--- src/rtl/param_serial_divider.sv ---
// ---------------------------------------------------------------------------
// param_serial_divider
//
// Radix-2 restoring serial divider with a configurable operand width and
// per-operation signed/unsigned mode. It produces one quotient bit per clock.
// Operands enter through a valid/ready handshake and results leave through
// another one. Divide-by-zero and signed MIN / -1 bypass the iteration and
// return fixed results, each flagged by its own status bit.
//
// Parameters
//   WIDTH        operand/result width in bits (>= 4)
//
// Ports
//   clk          system clock, rising edge
//   rst          synchronous reset, active-high
//   in_valid     operands valid
//   in_ready     divider can accept operands (IDLE only)
//   is_signed    1 = two's-complement operation, 0 = unsigned
//   dividend     dividend
//   divisor      divisor
//   out_valid    result valid
//   out_ready    consumer accepts result
//   quotient     quotient, truncated toward zero
//   remainder    remainder, sign follows dividend
//   div_by_zero  result came from a zero divisor
//   overflow     result came from signed MIN / -1
//   busy         operation in progress (state != IDLE)
// ---------------------------------------------------------------------------
module param_serial_divider #(
    parameter int WIDTH = 16
) (
    input  logic             clk,
    input  logic             rst,
    input  logic             in_valid,
    output logic             in_ready,
    input  logic             is_signed,
    input  logic [WIDTH-1:0] dividend,
    input  logic [WIDTH-1:0] divisor,
    output logic             out_valid,
    input  logic             out_ready,
    output logic [WIDTH-1:0] quotient,
    output logic [WIDTH-1:0] remainder,
    output logic             div_by_zero,
    output logic             overflow,
    output logic             busy
);

    localparam int CNT_W = $clog2(WIDTH + 1);

    localparam logic [WIDTH-1:0] MIN_VAL  = {1'b1, {(WIDTH-1){1'b0}}};
    localparam logic [WIDTH-1:0] ONE_VAL  = WIDTH'(1);
    localparam logic [CNT_W-1:0] CNT_LOAD = CNT_W'(WIDTH);
    localparam logic [CNT_W-1:0] CNT_ONE  = CNT_W'(1);

    typedef enum logic [2:0] {
        S_IDLE,
        S_PREP,
        S_CALC,
        S_FIX,
        S_DONE
    } state_t;

    // Two's-complement negation of a WIDTH-bit value.
    function automatic logic [WIDTH-1:0] f_neg(input logic [WIDTH-1:0] v);
        return ~v + ONE_VAL;
    endfunction

    // Magnitude of a value: negative two's-complement inputs are negated
    // only in signed mode. MIN maps onto itself, which is the correct
    // unsigned magnitude 2^(WIDTH-1).
    function automatic logic [WIDTH-1:0] f_abs(input logic [WIDTH-1:0] v,
                                               input logic             sgn);
        return (sgn && v[WIDTH-1]) ? f_neg(v) : v;
    endfunction

    // Control and operand registers
    state_t           r_state;
    logic             r_signed;
    logic [WIDTH-1:0] r_dvd;
    logic [WIDTH-1:0] r_dvs;
    logic [WIDTH-1:0] r_abs_dvs;
    logic             r_q_neg;
    logic             r_r_neg;
    logic [CNT_W-1:0] r_cnt;

    // Working/result registers. During CALC r_quo starts as the dividend
    // magnitude and is shifted out MSB-first while quotient bits enter at
    // the LSB. r_rem holds the partial remainder between iterations.
    logic [WIDTH-1:0] r_quo;
    logic [WIDTH-1:0] r_rem;
    logic             r_out_valid;
    logic             r_dz;
    logic             r_ov;

    // PREP-stage decodes of the latched operands
    logic w_dvd_neg;
    logic w_dvs_neg;
    logic w_zero_div;
    logic w_ovf;

    assign w_dvd_neg  = r_signed & r_dvd[WIDTH-1];
    assign w_dvs_neg  = r_signed & r_dvs[WIDTH-1];
    assign w_zero_div = (r_dvs == '0);
    assign w_ovf      = r_signed && (r_dvd == MIN_VAL) && (r_dvs == '1);

    // CALC-stage trial subtraction. The shifted partial remainder needs
    // WIDTH+1 bits because it can reach 2*divisor-1. When the trial fits,
    // the difference is below the divisor, so its low WIDTH bits are exact.
    logic [WIDTH:0]   w_part_rem;
    logic             w_fits;
    logic [WIDTH-1:0] w_diff;

    assign w_part_rem = {r_rem, r_quo[WIDTH-1]};
    assign w_fits     = (w_part_rem >= {1'b0, r_abs_dvs});
    assign w_diff     = w_part_rem[WIDTH-1:0] - r_abs_dvs;

    always_ff @(posedge clk) begin
        if (rst) begin
            r_state     <= S_IDLE;
            r_out_valid <= 1'b0;
            r_quo       <= '0;
            r_rem       <= '0;
            r_dz        <= 1'b0;
            r_ov        <= 1'b0;
        end else begin
            unique case (r_state)
                // Accept a new operation
                S_IDLE: begin
                    if (in_valid) begin
                        r_signed <= is_signed;
                        r_dvd    <= dividend;
                        r_dvs    <= divisor;
                        r_state  <= S_PREP;
                    end
                end

                // Resolve special cases or set up the iteration
                S_PREP: begin
                    r_q_neg   <= w_dvd_neg ^ w_dvs_neg;
                    r_r_neg   <= w_dvd_neg;
                    r_abs_dvs <= f_abs(r_dvs, r_signed);
                    if (w_zero_div) begin
                        r_quo       <= '1;
                        r_rem       <= r_dvd;
                        r_dz        <= 1'b1;
                        r_ov        <= 1'b0;
                        r_out_valid <= 1'b1;
                        r_state     <= S_DONE;
                    end else if (w_ovf) begin
                        r_quo       <= MIN_VAL;
                        r_rem       <= '0;
                        r_dz        <= 1'b0;
                        r_ov        <= 1'b1;
                        r_out_valid <= 1'b1;
                        r_state     <= S_DONE;
                    end else begin
                        r_quo   <= f_abs(r_dvd, r_signed);
                        r_rem   <= '0;
                        r_dz    <= 1'b0;
                        r_ov    <= 1'b0;
                        r_cnt   <= CNT_LOAD;
                        r_state <= S_CALC;
                    end
                end

                // One quotient bit per cycle
                S_CALC: begin
                    r_rem <= w_fits ? w_diff : w_part_rem[WIDTH-1:0];
                    r_quo <= {r_quo[WIDTH-2:0], w_fits};
                    r_cnt <= r_cnt - CNT_ONE;
                    if (r_cnt == CNT_ONE) begin
                        r_state <= S_FIX;
                    end
                end

                // Apply result signs; the neg flags are only set in signed mode
                S_FIX: begin
                    if (r_q_neg) begin
                        r_quo <= f_neg(r_quo);
                    end
                    if (r_r_neg) begin
                        r_rem <= f_neg(r_rem);
                    end
                    r_out_valid <= 1'b1;
                    r_state     <= S_DONE;
                end

                // Hold the result until the consumer takes it
                S_DONE: begin
                    if (out_ready) begin
                        r_out_valid <= 1'b0;
                        r_state     <= S_IDLE;
                    end
                end

                default: begin
                    r_out_valid <= 1'b0;
                    r_state     <= S_IDLE;
                end
            endcase
        end
    end

    assign in_ready    = (r_state == S_IDLE);
    assign busy        = (r_state != S_IDLE);
    assign out_valid   = r_out_valid;
    assign quotient    = r_quo;
    assign remainder   = r_rem;
    assign div_by_zero = r_dz;
    assign overflow    = r_ov;

endmodule
--- config.mk ---
export PLATFORM = sky130hd
export DESIGN_NAME = param_serial_divider
export DESIGN_NICKNAME = d
export VERILOG_FILES = /design/src/rtl/param_serial_divider.sv
export SDC_FILE = /design/constraint.sdc
export NUM_CORES = 1
export LEC_CHECK = 0
export ABC_AREA = 1
export CORE_MARGIN = 1.5
export CORE_UTILIZATION = 35
export CTS_CLUSTER_DIAMETER = 60
export DETAILED_ROUTE_END_ITERATION = 10
export PLACE_DENSITY = 0.54
export SYNTH_ARGS = -nofsm -noshare
export SYNTH_HDL_FRONTEND = slang
export SYNTH_SLANG_ARGS = --single-unit
--- constraint.sdc ---
create_clock -name clk -period 4.9 [get_ports clk]
set_input_delay 0.98 -clock clk [delete_from_list [all_inputs] [get_ports clk]]
set_output_delay 0.98 -clock clk [all_outputs]
set_load 0.02 [all_outputs]
Word level (Yosys, flattened, before mapping)

Index checks and enable logic that the tools add are counted.
W data, S select, Z words.

$mul: 0
Reduce and logical (&&, ||, !) cells: 17
Magnitude comparators: 1
Add/sub/neg operators: 6
Bitwise gates (word level): 9
Muxes and demuxes: 26
Equality and inequality tests: 15
Shift operators: 0
Divide/modulo/power cells: 0

Operators with widths:

| cell                    | count |
|---|---|
| $mux W16                | 8 |
| $pmux W16 S3            | 2 |
| $add A16 B1 Y16 const B | 4 |
| $not A16 Y16            | 4 |
| $eq A16 B16 Y1 const B  | 2 |
| $ge A17 B16 Y1          | 1 |
| $logic_not A16 Y1       | 1 |
| $sub A16 B16 Y16        | 1 |
| $mux W3                 | 5 |
| $pmux W3 S5             | 1 |
| $ne A2 B2 Y1 const B    | 7 |
| $mux W5                 | 2 |
| $pmux W5 S2             | 1 |
| $reduce_and A3 Y1       | 3 |
| $eq A3 B2 Y1 const B    | 2 |
| $mux W1                 | 6 |
| $reduce_and A2 Y1       | 3 |
| $reduce_bool A3 Y1      | 2 |
| $eq A5 B1 Y1 const B    | 1 |
| $sub A5 B1 Y5 const B   | 1 |
| $logic_and A1 B1 Y1     | 4 |
| $pmux W1 S4             | 1 |
| $reduce_and A4 Y1       | 1 |
| $eq A3 B1 Y1 const B    | 1 |
| 8 further kinds         | 10 |

Word-level logic and storage cells: 87
Memories: 0
ROM bits: 0
Latch bits: 0
Output and inout bits: 37
RAM bits: 0
Bits in registers: 94

Depth between registers and ports, before layout

Gate-level depths: netlist (run 1).

Word-level depth: 6
Mapped depth: 15

Worst setup path after synthesis (run 1)

Ideal clock, no wire load.

Path kind: input-to-reg
From: input rst
To: register r_dvd[0] (enable)
Required time: 4.477 ns
Stages: 4
Setup slack: 1.741 ns
Arrival time: 2.736 ns
Buffers on the path: 1
Library setup time: 0.423 ns
Cells stage by stage: inv_1 clkbuf_1 nand2_1 nor2_1

Longest elaborated chain between the ends: 2

Ends and longest elaborated chain:

| what                               | RTL line | RTL |
|---|---|---|
| from (decl)                        | 33       | `input logic rst,` |
| $not A1 Y1 (no source line)        | -        |  |
| $reduce_and A3 Y1 (no source line) | -        |  |
| to (signal assigned)               | 131      | `r_dvd <= dividend;` |
| to (decl)                          | 79       | `logic [WIDTH-1:0] r_dvd;` |

No other way between the ends.
A chain may end at the register's enable or synchronous reset.

Final worst setup path (run 1)

From: input rst
To: register r_dvs[4] (enable)

Longest elaborated chain between the ends: 2

Ends and longest elaborated chain:

| what                               | RTL line | RTL |
|---|---|---|
| $not A1 Y1 (no source line)        | -        |  |
| $reduce_and A3 Y1 (no source line) | -        |  |
| to (signal assigned)               | 132      | `r_dvs <= divisor;` |
| to (decl)                          | 80       | `logic [WIDTH-1:0] r_dvs;` |

No other way between the ends.

==> key figures, run 1 <==
Logic synthesis
  • Post-synth net total: 930
  • Sequential share of the synthesized area: 38.9%
  • Syn_area_per_cell: 7.23 um^2
  • Number of cells produced by synthesis: 869
  • Yosys reg bits: 94
  • Mapped Area: 6290 um^2
  • Synth warnings: 0
  • Cell variety after synth: 45

Routing
  • WL met1: 8980 um
  • Met3 Routed Length: 1020 um
  • Final wirelength: 18,400 um
  • Drt wl/cell: 15.8 um
  • WL met2: 8160 um
  • Final ANT Viol Nets: 0
  • Via Count: 5,966
  • Drt drc: 0
  • Initial DRC count: 488
  • Vias per inst: 5.12
  • DR top layer: met4
  • First-pass iteration count of the detailed router: 5

Clocking
  • Clock Root Buffer: clkbuf_16
  • Post-cts resize count: 0
  • Worst-path clk slew: 0.07 ns
  • CTS buffer count: 9
  • Cts hold-fix bufs: 0
  • CTS tree: done
  • Number of clock sinks: 94
  • Clk_lat worst skew: 0.35 ns
  • H-tree depth: 3
  • Post-CTS Setup Bufs: 0
  • Maximum clock insertion buffer count: 2

STA
  • Fin crit share: 63.5%
  • Worst clock skew: 0.00824 ns
  • Relative slew slack: 38.0%
  • Min setup slack post-route: 1.79 ns
  • Slew at the pin closest to its max-slew limit: 0.927 ns
  • Slew Viols, Final: 0
  • Final min period: 3.11 ns
  • Hold Vio Cnt, Final: 0
  • RSZ-0062 raised after global routing: no
  • Max Clk Rate: 321 MHz
  • Setup-failing EPs final: 0
  • TNS Setup: 0 ns

Placed design
  • Final Wtd Congestion: 0.933
  • PortBufs: 73
  • Worst slack at placement: 1.44 ns
  • Post-Place Cell Area: 7230 um^2
  • Post-DP HPWL: 14,100 um

Worst hold path
  • Class of the tightest hold or removal check: reg2reg

Finish
  • Layout cells sized above 1: 4.36%
  • Synth-to-layout area growth: 19.7%
  • Fin util: 43.2%
  • Antenna cells: 0
  • Nets: 997
  • Fill cells: 1,825
  • Fin area: 7530 um^2

Worst setup path
  • CP Launch Type: primary input
  • WP data required: 4.88 ns
  • WP data arrival: 3.09 ns
  • Endpoint class of the critical path: flop
  • Crit Path Max Fanout: 33
  • Crit-path max cell delay: 0.75 ns
  • CP Class: in2reg
  • Crit path max-delay cell type: nor2_4
  • CP Cell Sequence: clkdlybuf4s50_1 > buf_4 > inv_1 > nand2_1 > nor2_4

Global route
  • Antenna violations before repair: 0
  • Number of global-route vias before repair: 5,366
  • First-pass GRT wire length: 28,800 um
  • GR Util All Layers: 20.2%
  • Pin count of the biggest net entering global routing: 34
  • Gr ovfl total: 0

Pwr
  • Pwr Density: 604 nW/um^2
  • Switching share of power: 48.6%
  • Logic gate share of total power: 55.3%
  • Power share of the clock group: 15.5%
  • Int Power: 0.00234 W
  • Sequential Power Share: 29.1%
  • Switching pwr: 0.00221 W
  • Worst VDD drop: 0.000222 V
  • Static leakage: 3.23 nW

Job
  • Max cap viols: 0

Floorplan
  • Die height: 137 um
  • Core Rows: 48
  • Ports: 74
  • Core Footprint: 17,400 um^2
  • Initial Util: 36.1%
  • DIE WIDTH: 137 um
  • Die Area: 18,800 um^2

Status
  • Status: finished clean
==> synthesized netlist by cell type (all sizes together) <==
library cell / instances / area (um^2)
a41oi: 1 / 16.3
ha: 23 / 288
nand2: 174 / 663
xnor2: 7 / 61.3
fa: 1 / 20.0
nand3: 91 / 468
o21ai: 66 / 345
a22oi: 1 / 7.51
nor3b: 1 / 7.51
a21oi: 77 / 385
clkbuf: 12 / 45.0
o21bai: 4 / 30.0
a21o: 1 / 7.51
or2: 3 / 18.8
nand4: 17 / 106
edfxtp: 56 / 1680
nor4: 1 / 6.26
buf: 8 / 48.8
a32oi: 3 / 26.3
nand3b: 3 / 22.5
a31oi: 3 / 18.8
nor2: 94 / 365
dfxtp: 38 / 761
and2: 1 / 6.26
inv: 132 / 495
a2111oi: 1 / 8.76
o21a: 1 / 7.51
xor2: 24 / 210
nor3: 18 / 106
o22ai: 1 / 6.26
o31ai: 2 / 15.0
o211ai: 4 / 30.0
==> cell families after synthesis <==
group           count (synthesis)  share of synthesized area [%]
simple gates                  403                           28.2
compound gates                165                           14.4
buf+inv                       152                           9.37
xor+xnor                       31                           4.32
flops                          94                           38.9
fa+ha+maj                      24                           4.90
==> worst max-delay path, delay by kind of cell <==
kind          cells  cell delay [ns]
buf+inv           3             1.11
simple gates      2             0.94
==> layout make-up <==
cell class / count / area, um^2 / share of cell area [%]
Clock buffer: 10 / 229 / 3.04
Inverter: 132 / 495 / 6.58
Clock inverter: 6 / 62.6 / 0.831
Timing Repair Buffer: 76 / 753 / 10.0
Tap cell: 225 / 282 / 3.74
Sequential cell: 94 / 2440 / 32.5
Multi-Input combinational cell: 623 / 3260 / 43.3
==> metrics by stage <==
stage / total power, W / hold WS [ns] / instances
2_1_floorplan: 0.00302 / 0.481 / 869
3_3_place_gp: 0.00383 / 0.464 / 1150
3_5_place_dp: 0.00382 / 0.465 / 1150
4_1_cts: 0.00454 / 0.475 / 1166
5_1_grt: 0.00491 / 0.517 / 1166
6_report: 0.00455 / 0.466 / 1166
==> cell usage in the layout, fill, tap and decap left out, types with 2 or more instances in the layout <==
| cell type | Yosys | routed |
|---|---|---|
| inv_2 | 9 | 9 |
| dfxtp_1 | 38 | 38 |
| a32oi_1 | 3 | 3 |
| inv_1 | 123 | 123 |
| a21oi_1 | 77 | 77 |
| nand2_1 | 172 | 172 |
| a31oi_1 | 3 | 3 |
| or2_2 | 2 | 2 |
| xor2_1 | 24 | 24 |
| nor2_2 | 2 | 2 |
| nand4_1 | 17 | 17 |
| clkbuf_16 | 0 | 9 |
| clkinv_2 | 0 | 3 |
| nand3b_1 | 3 | 3 |
| o21ai_0 | 64 | 64 |
| o31ai_1 | 2 | 2 |
| o21bai_1 | 4 | 4 |
| nor2_4 | 1 | 2 |
| edfxtp_1 | 56 | 56 |
| nand3_1 | 90 | 90 |
| nor3_1 | 16 | 16 |
| ha_1 | 23 | 23 |
| clkdlybuf4s50_1 | 0 | 73 |
| nor2_1 | 91 | 90 |
| o211ai_1 | 4 | 4 |
| xnor2_1 | 7 | 7 |
| buf_4 | 1 | 3 |
==> layer usage <==
metal	GRT usage (%)	vias up
met5	0	-
met4	4.85	0
met3	3.41	18
met2	30.9	169
met1	29.5	2739
li1	-	3040
==> sequential cells by signal (all words and copies together) (netlist names) <==
register and flops:
div_by_zero 1, out_valid 1, overflow 1, quotient 16, r_abs_dvs 16, r_cnt 5, r_dvd 16, r_dvs 16
r_q_neg 1, r_r_neg 1, r_signed 1, r_state 3, remainder 16
==> power groups by stage <==
stage / clock network [W] / registers (W) / logic [W]
after floorplan: 0 / 0.00138 / 0.00163
after global placement: 0 / 0.00134 / 0.00248
after detailed placement: 0 / 0.00134 / 0.00248
after CTS: 0.000721 / 0.00133 / 0.00249
after global routing: 0.000748 / 0.00136 / 0.00280
final: 0.000706 / 0.00132 / 0.00251
==> final timing paths <==
kind,from,endpoint,slack [ns],depth (start not counted)
worst max-delay path,rst,r_dvs[4]$_DFFE_PP_,1.79,5
worst min-delay path,out_valid$_SDFFE_PP0P_,out_valid$_SDFFE_PP0P_,0.47,2
worst max register to register,remainder[3]$_SDFFE_PP0P_,remainder[11]$_SDFFE_PP0P_,2.26,11
worst min register to register,out_valid$_SDFFE_PP0P_,out_valid$_SDFFE_PP0P_,0.47,2
No activity file was read; power rests on OpenSTA's default activity.
==> inputs of run 2 (changes only) <==
==> constraint.sdc (replaced) <==
create_clock -name clk -period 2.9 [get_ports clk]
set_input_delay 0.58 -clock clk [delete_from_list [all_inputs] [get_ports clk]]
set_output_delay 0.58 -clock clk [all_outputs]
set_load 0.02 [all_outputs]
==> run 2 against run 1 <==
Combinational power increased by 78%. Sequential power increased by 66%. Global-route usage rose by 1.1 points. Critical endpoint is now busy. Register-to-register slack worse by 1.8 ns. Non-clock buffer count up 16. Final area is 2.0% higher. Wire length increased by 3.9%. Total power rose by 74%. Count of clock-buffer cells in the layout down 1. Via count up 2.3%. Sequential share of layout area shrank 0.62 points. Clock skew is 0.00052 ns higher.
==> key figures, run 2 (synthesis gave the netlist of run 1 again) <==
Worst setup path
  • WP data arrival: 1.99 ns
  • Endpoint class of the critical path: output port
  • Crit-path max cell delay: 0.58 ns
  • CP Launch Type: flop
  • WP data required: 2.32 ns
  • CP Cell Sequence: nor2_1 > inv_1 > nor2_1 > inv_1 > clkdlybuf4s50_1
  • Crit Path Max Fanout: 4
  • CP Class: reg2out
  • Crit path max-delay cell type: clkdlybuf4s50_1
  • Buffers & Inverters on Critical Path: 3
  • Largest delay share family, worst path: buffers and inverters

Clocking
  • Clock Root Buffer: clkbuf_16
  • Post-CTS Setup Bufs: 0
  • CTS tree: done
  • Post-cts resize count: 0
  • Cts hold-fix bufs: 0
  • CTS buffer count: 9
  • Worst-path clk slew: 0.07 ns
  • H-tree depth: 3
  • Clk_lat worst skew: 0.36 ns
  • Maximum clock insertion buffer count: 2
  • Number of clock sinks: 94

Global route
  • Antenna violations before repair: 0
  • Number of global-route vias before repair: 5,582
  • GR Util All Layers: 21.2%
  • First-pass GRT wire length: 30,200 um
  • Pin count of the biggest net entering global routing: 31
  • Gr ovfl total: 0

Status
  • Status: finished clean

Finish
  • Fill cells: 1,822
  • Synth-to-layout area growth: 22.1%
  • Multi-input logic area: 3260 um^2
  • Antenna cells: 0
  • Nets: 1,013
  • Sequential cell area: 2440 um^2
  • Commonest non-fill, non-tap cells in the layout: nand2_1 (172), inv_1 (123), nor2_1 (90), nand3_1 (90), a21oi_1 (77)
  • Layout cells sized above 1: 6.06%
  • Fin util: 44.1%
  • Most common cell after layout, fill and taps aside: nand2_1

STA
  • WHS: 0.480 ns
  • TNS Setup: 0 ns
  • Fin crit share: 88.7%
  • Min setup slack post-route: 0.327 ns
  • Max Clk Rate: 389 MHz
  • Setup-failing EPs final: 0
  • Worst clock skew: 0.00875 ns
  • RSZ-0062 raised after global routing: no
  • Hold Vio Cnt, Final: 0
  • Slew at the pin closest to its max-slew limit: 0.680 ns
  • Final min period: 2.57 ns
  • Slew Viols, Final: 0
  • Relative slew slack: 54.3%

Routing
  • Via Count: 6,101
  • Met3 Routed Length: 909 um
  • Final ANT Viol Nets: 0
  • First-pass iteration count of the detailed router: 5
  • Final wirelength: 19,100 um
  • Drt drc: 0
  • WL met2: 8680 um
  • Vias per inst: 5.16
  • Initial DRC count: 563
  • DR top layer: met4
  • Drt wl/cell: 16.2 um
  • WL met1: 9020 um

Floorplan
  • DIE WIDTH: 137 um
  • Core Footprint: 17,400 um^2
  • Die height: 137 um
  • Die Area: 18,800 um^2
  • Ports: 74
  • Initial Util: 36.1%
  • Core Rows: 48

Placed design
  • PortBufs: 73
  • Post-DP HPWL: 15,200 um
  • Worst slack at placement: 0.469 ns
  • Final Wtd Congestion: 0.881

Pwr
  • Power share of the clock group: 15.8%
  • Pwr Density: 1030 nW/um^2
  • Int Power: 0.00406 W
  • Logic gate share of total power: 56.5%
  • Worst VDD drop: 0.000445 V
  • Switching pwr: 0.00385 W
  • Static leakage: 3.32 nW
  • Sequential Power Share: 27.7%
  • Switching share of power: 48.7%

Job
  • Max cap viols: 0

Worst hold path
  • Class of the tightest hold or removal check: reg2reg
==> run 2: cell type report <==
type | instances | area share, %
clock buffers | 9 | 2.93
clock inverters | 7 | 1.06
inverters | 132 | 6.46
multi-input cells | 623 | 42.5
flip-flops and latches | 94 | 31.8
well taps | 225 | 3.67
repair buffers | 92 | 11.5
==> run 2: routing by layer <==
layer	track usage [%]	vias up
li1	-	3067
met1	30.0	2784
met2	33.0	212
met3	2.37	38
met4	8.65	0
met5	0	-
==> run 2: power by group through the flow <==
stage / sequential (W) / clock [W] / combinational [W]
after detailed placement: 0.00221 / 0 / 0.00443
after CTS: 0.00219 / 0.00128 / 0.00445
after global placement: 0.00221 / 0 / 0.00448
after floorplan: 0.00233 / 0 / 0.00276
final: 0.00219 / 0.00125 / 0.00447
after global routing: 0.00223 / 0.00132 / 0.00501
==> run 2: worst paths after layout <==
check | cells after the start | end | slack, ns | from
max | 5 | busy | 0.33 | r_state[0]$_SDFFE_PP0P_
min | 2 | out_valid$_SDFFE_PP0P_ | 0.48 | out_valid$_SDFFE_PP0P_
min reg2reg | 2 | out_valid$_SDFFE_PP0P_ | 0.48 | out_valid$_SDFFE_PP0P_
max reg2reg | 11 | remainder[11]$_SDFFE_PP0P_ | 0.44 | remainder[5]$_SDFFE_PP0P_
==> run 2: worst register-to-register path: cells and delay by family (launching register included) <==
kind | cells | cell delay, ns
simple gates | 7 | 1.18
fa+ha+maj | 1 | 0.44
flops | 1 | 0.41
compound gates | 3 | 0.37
==> run 2: through the flow <==
step	cells	power [W]	cell area, um^2
floorplan	869	0.00509	6290
global route	1182	0.00856	7670
detailed placement	1166	0.00664	7370
finish	1182	0.00791	7670
global placement	1166	0.00669	7370
CTS	1182	0.00792	7670
==> inputs of run 3 (changes only) <==
--- a/config.mk
+++ b/config.mk
@@ -5,7 +5,6 @@
 export SDC_FILE = /design/constraint.sdc
 export NUM_CORES = 1
 export LEC_CHECK = 0
-export ABC_AREA = 1
 export CORE_MARGIN = 1.5
 export CORE_UTILIZATION = 35
 export CTS_CLUSTER_DIAMETER = 60
==> run 3 against run 2 <==
Final area is 2.6% lower. Critical endpoint is now quotient[1]$_SDFFE_PP0P_. Via count shrank 9.5%. First-iteration DRC count fell by 8.0%. Clock power decreased by 6%. Largest cell class unchanged. Area after synthesis down 3.2%. Wire length shrank 6.3%. Die area down 3.1%. Critical path type is now reg2reg.
==> key figures, run 3 <==
Logic synthesis
  • Cell variety after synth: 75
  • Post-synth net total: 725
  • Synth warnings: 0
  • Top post-synthesis cells by area: edfxtp_1 (28%), dfxtp_1 (12%), ha_1 (4.7%)
  • Number of cells produced by synthesis: 664
  • Commonest cells post-synth: a21oi_1 (56), edfxtp_1 (56), nor2_1 (54), nand2_1 (48), o21ai_0 (48)
  • Sequential share of the synthesized area: 40.1%
  • Syn_area_per_cell: 9.17 um^2
  • Post-synth top area share: 27.6%
  • Post-synth EDFFs: 56
  • Mapped Area: 6090 um^2
  • Leading area contributor after synthesis: edfxtp_1
  • FFs w/ async S/R, synth: 0%
  • Primary FF master, synth: edfxtp_1
  • Yosys reg bits: 94

Worst setup path
  • Critical R2R Launch: r_dvd[0]$_DFFE_PP_
  • CP Cell Sequence: inv_1 > ha_1 > or3b_1 > nor4_4 > nand4_1 > nand2_1 > a21oi_1 > a221oi_1 > a221oi_1
  • Crit Path Max Fanout: 8
  • WP data arrival: 2.90 ns
  • CP Launch Type: flop
  • WP data required: 3.10 ns
  • R2r worst-path depth: 9
  • Largest delay share family, worst path: simple AND/OR/NAND/NOR gates
  • Crit-path max cell delay: 0.44 ns
  • Crit path max-delay cell type: edfxtp_1
  • CP dominant cell by count: a221oi_1
  • Reg-to-reg endpoint: quotient[1]$_SDFFE_PP0P_
  • Endpoint class of the critical path: flop
  • Setup slack, reg-to-reg: 0.21 ns
  • Buffers & Inverters on Critical Path: 1
  • CP Class: reg2reg

STA
  • Worst clock skew: 0.00980 ns
  • TNS Setup: 0 ns
  • Max Clk Rate: 371 MHz
  • Slew at the pin closest to its max-slew limit: 0.783 ns
  • Fin crit share: 92.9%
  • Final min period: 2.69 ns
  • Slew Viols, Final: 0
  • WHS: 0.494 ns
  • Hold Vio Cnt, Final: 0
  • RSZ-0062 raised after global routing: no
  • Setup-failing EPs final: 0
  • Relative slew slack: 47.7%

Global route
  • Pin count of the biggest net entering global routing: 34
  • Gr ovfl total: 0
  • GR Util All Layers: 20.0%
  • Antenna violations before repair: 0
  • First-pass GRT wire length: 28,200 um
  • Number of global-route vias before repair: 5,323

Floorplan
  • Die height: 135 um
  • Die Area: 18,200 um^2
  • Core Rows: 48
  • Initial Util: 35.6%
  • DIE WIDTH: 135 um
  • Ports: 74
  • Core Footprint: 17,100 um^2

Routing
  • WL met1: 8150 um
  • Vias per inst: 5.64
  • DR top layer: met4
  • First-pass iteration count of the detailed router: 5
  • Drt wl/cell: 18.3 um
  • Met3 Routed Length: 1160 um
  • WL met2: 8360 um
  • Via Count: 5,524
  • Initial DRC count: 518
  • Final wirelength: 17,900 um
  • Drt drc: 0
  • Final ANT Viol Nets: 0

Status
  • Status: finished clean

Finish
  • Fill cells: 1,654
  • Sequential cell area: 2440 um^2
  • Synth-to-layout area growth: 22.8%
  • Nets: 811
  • Fin util: 43.7%
  • Commonest non-fill, non-tap cells in the layout: clkdlybuf4s50_1 (73), a21oi_1 (56), edfxtp_1 (56)
  • Layout cells sized above 1: 10.5%
  • Most common cell after layout, fill and taps aside: clkdlybuf4s50_1
  • Multi-input logic area: 3350 um^2
  • Antenna cells: 0

Pwr
  • Sequential Power Share: 41.0%
  • Switching share of power: 34.3%
  • Logic gate share of total power: 29.9%
  • Static leakage: 2.82 nW
  • Power share of the clock group: 29.1%
  • Switching pwr: 0.00138 W
  • Worst VDD drop: 0.000274 V
  • Int Power: 0.00264 W
  • Pwr Density: 539 nW/um^2

Clocking
  • H-tree depth: 3
  • Maximum clock insertion buffer count: 2
  • Clock Root Buffer: clkbuf_16
  • CTS buffer count: 9
  • Worst-path clk slew: 0.07 ns
  • Clk_lat worst skew: 0.35 ns
  • CTS tree: done
  • Cts hold-fix bufs: 0
  • Number of clock sinks: 94

Job
  • Max cap viols: 0

Worst hold path
  • Worst Hold End: out_valid$_SDFFE_PP0P_
  • Class of the tightest hold or removal check: reg2reg
  • Hold path startpoint: out_valid$_SDFFE_PP0P_
  • Hold path cells: 2

Placed design
  • Post-DP HPWL: 13,900 um
  • Final Wtd Congestion: 0.880
  • PortBufs: 73
run 3: changes by cell type in the layout (fill, tap and decap cells not counted), moves of 21 or more:
cell and change:
nand2_1 -124, inv_1 -86, nand3_1 -80, nor2_1 -36, a21oi_1 -21, xnor2_1 +21
run 3: how the worst max path moves through the flow:
stage,from,endpoint,slack (ns),cells past startpoint
global route,remainder[8]$_SDFFE_PP0P_,remainder[10]$_SDFFE_PP0P_,0.07,8
CTS,r_dvd[0]$_DFFE_PP_,r_cnt[0]$_SDFFCE_PN0P_,0.17,9
detailed placement,r_dvd[0]$_DFFE_PP_,r_cnt[0]$_SDFFCE_PN0P_,0.18,9
global placement,remainder[8]$_SDFFE_PP0P_,remainder[10]$_SDFFE_PP0P_,0.28,8
finish,r_dvd[0]$_DFFE_PP_,quotient[1]$_SDFFE_PP0P_,0.21,9
floorplan,r_state[0]$_SDFFE_PP0P_,r_dvd[0]$_DFFE_PP_,0.41,4
run 3: layer usage:
| metal | vias up | GRT usage [%] |
|---|---|---|
| met4 | 0 | 5.08 |
| met3 | 23 | 3.79 |
| met1 | 2629 | 26.9 |
| met2 | 214 | 33.2 |
| li1 | 2658 | - |
| met5 | - | 0 |
run 3: layout make-up:
type | instances | area share (%)
Clock buffer | 9 | 3.01
Clock inverter | 7 | 0.904
Inverter | 37 | 1.86
Multi-Input combinational cell | 505 | 44.8
Sequential cell | 94 | 32.7
Tap cell | 225 | 3.77
Timing Repair Buffer | 103 | 13.0
run 3: tightest hold or removal path, cell delays in order (launching register included):
cell and delay (ns):
dfxtp_1 0.31, o21ai_0 0.07, a21oi_1 0.07
run 3: power by group through the flow:
stage | Combinational [W] | Clock [W] | Sequential [W]
floorplan | 0.000745 | 0 | 0.00170
global placement | 0.00118 | 0 | 0.00168
detailed placement | 0.00119 | 0 | 0.00168
CTS | 0.00120 | 0.00120 | 0.00165
global route | 0.00132 | 0.00125 | 0.00167
finish | 0.00120 | 0.00117 | 0.00165
run 3: kinds of logic (layout without fill, tap and decap cells):
family / Yosys count / in the layout / share of synthesized area (%)
compound gates: 208 / 208 / 22.0
xor+xnor: 52 / 52 / 7.48
fa+ha+maj: 24 / 24 / 5.06
buf+inv: 65 / 156 / 4.87
flops: 94 / 94 / 40.1
mux: 7 / 7 / 1.17
simple gates: 214 / 214 / 19.3
run 3: repair_timing:
action	4_1_cts	5_1_grt
setup endpoints to repair	0	5
buffers inserted	0	0
gates resized for setup	0	1
hold endpoints to repair	0	0
run 3: through the flow:
| step | setup WS (ns) | instances | instance area [um^2] | power, W |
|---|---|---|---|---|
| floorplan | 0.413 | 664 | 6090 | 0.00245 |
| global placement | 0.278 | 964 | 7180 | 0.00286 |
| detailed placement | 0.179 | 964 | 7180 | 0.00287 |
| CTS | 0.169 | 980 | 7470 | 0.00405 |
| global route | 0.0717 | 980 | 7480 | 0.00423 |
| finish | 0.206 | 980 | 7480 | 0.00403 |
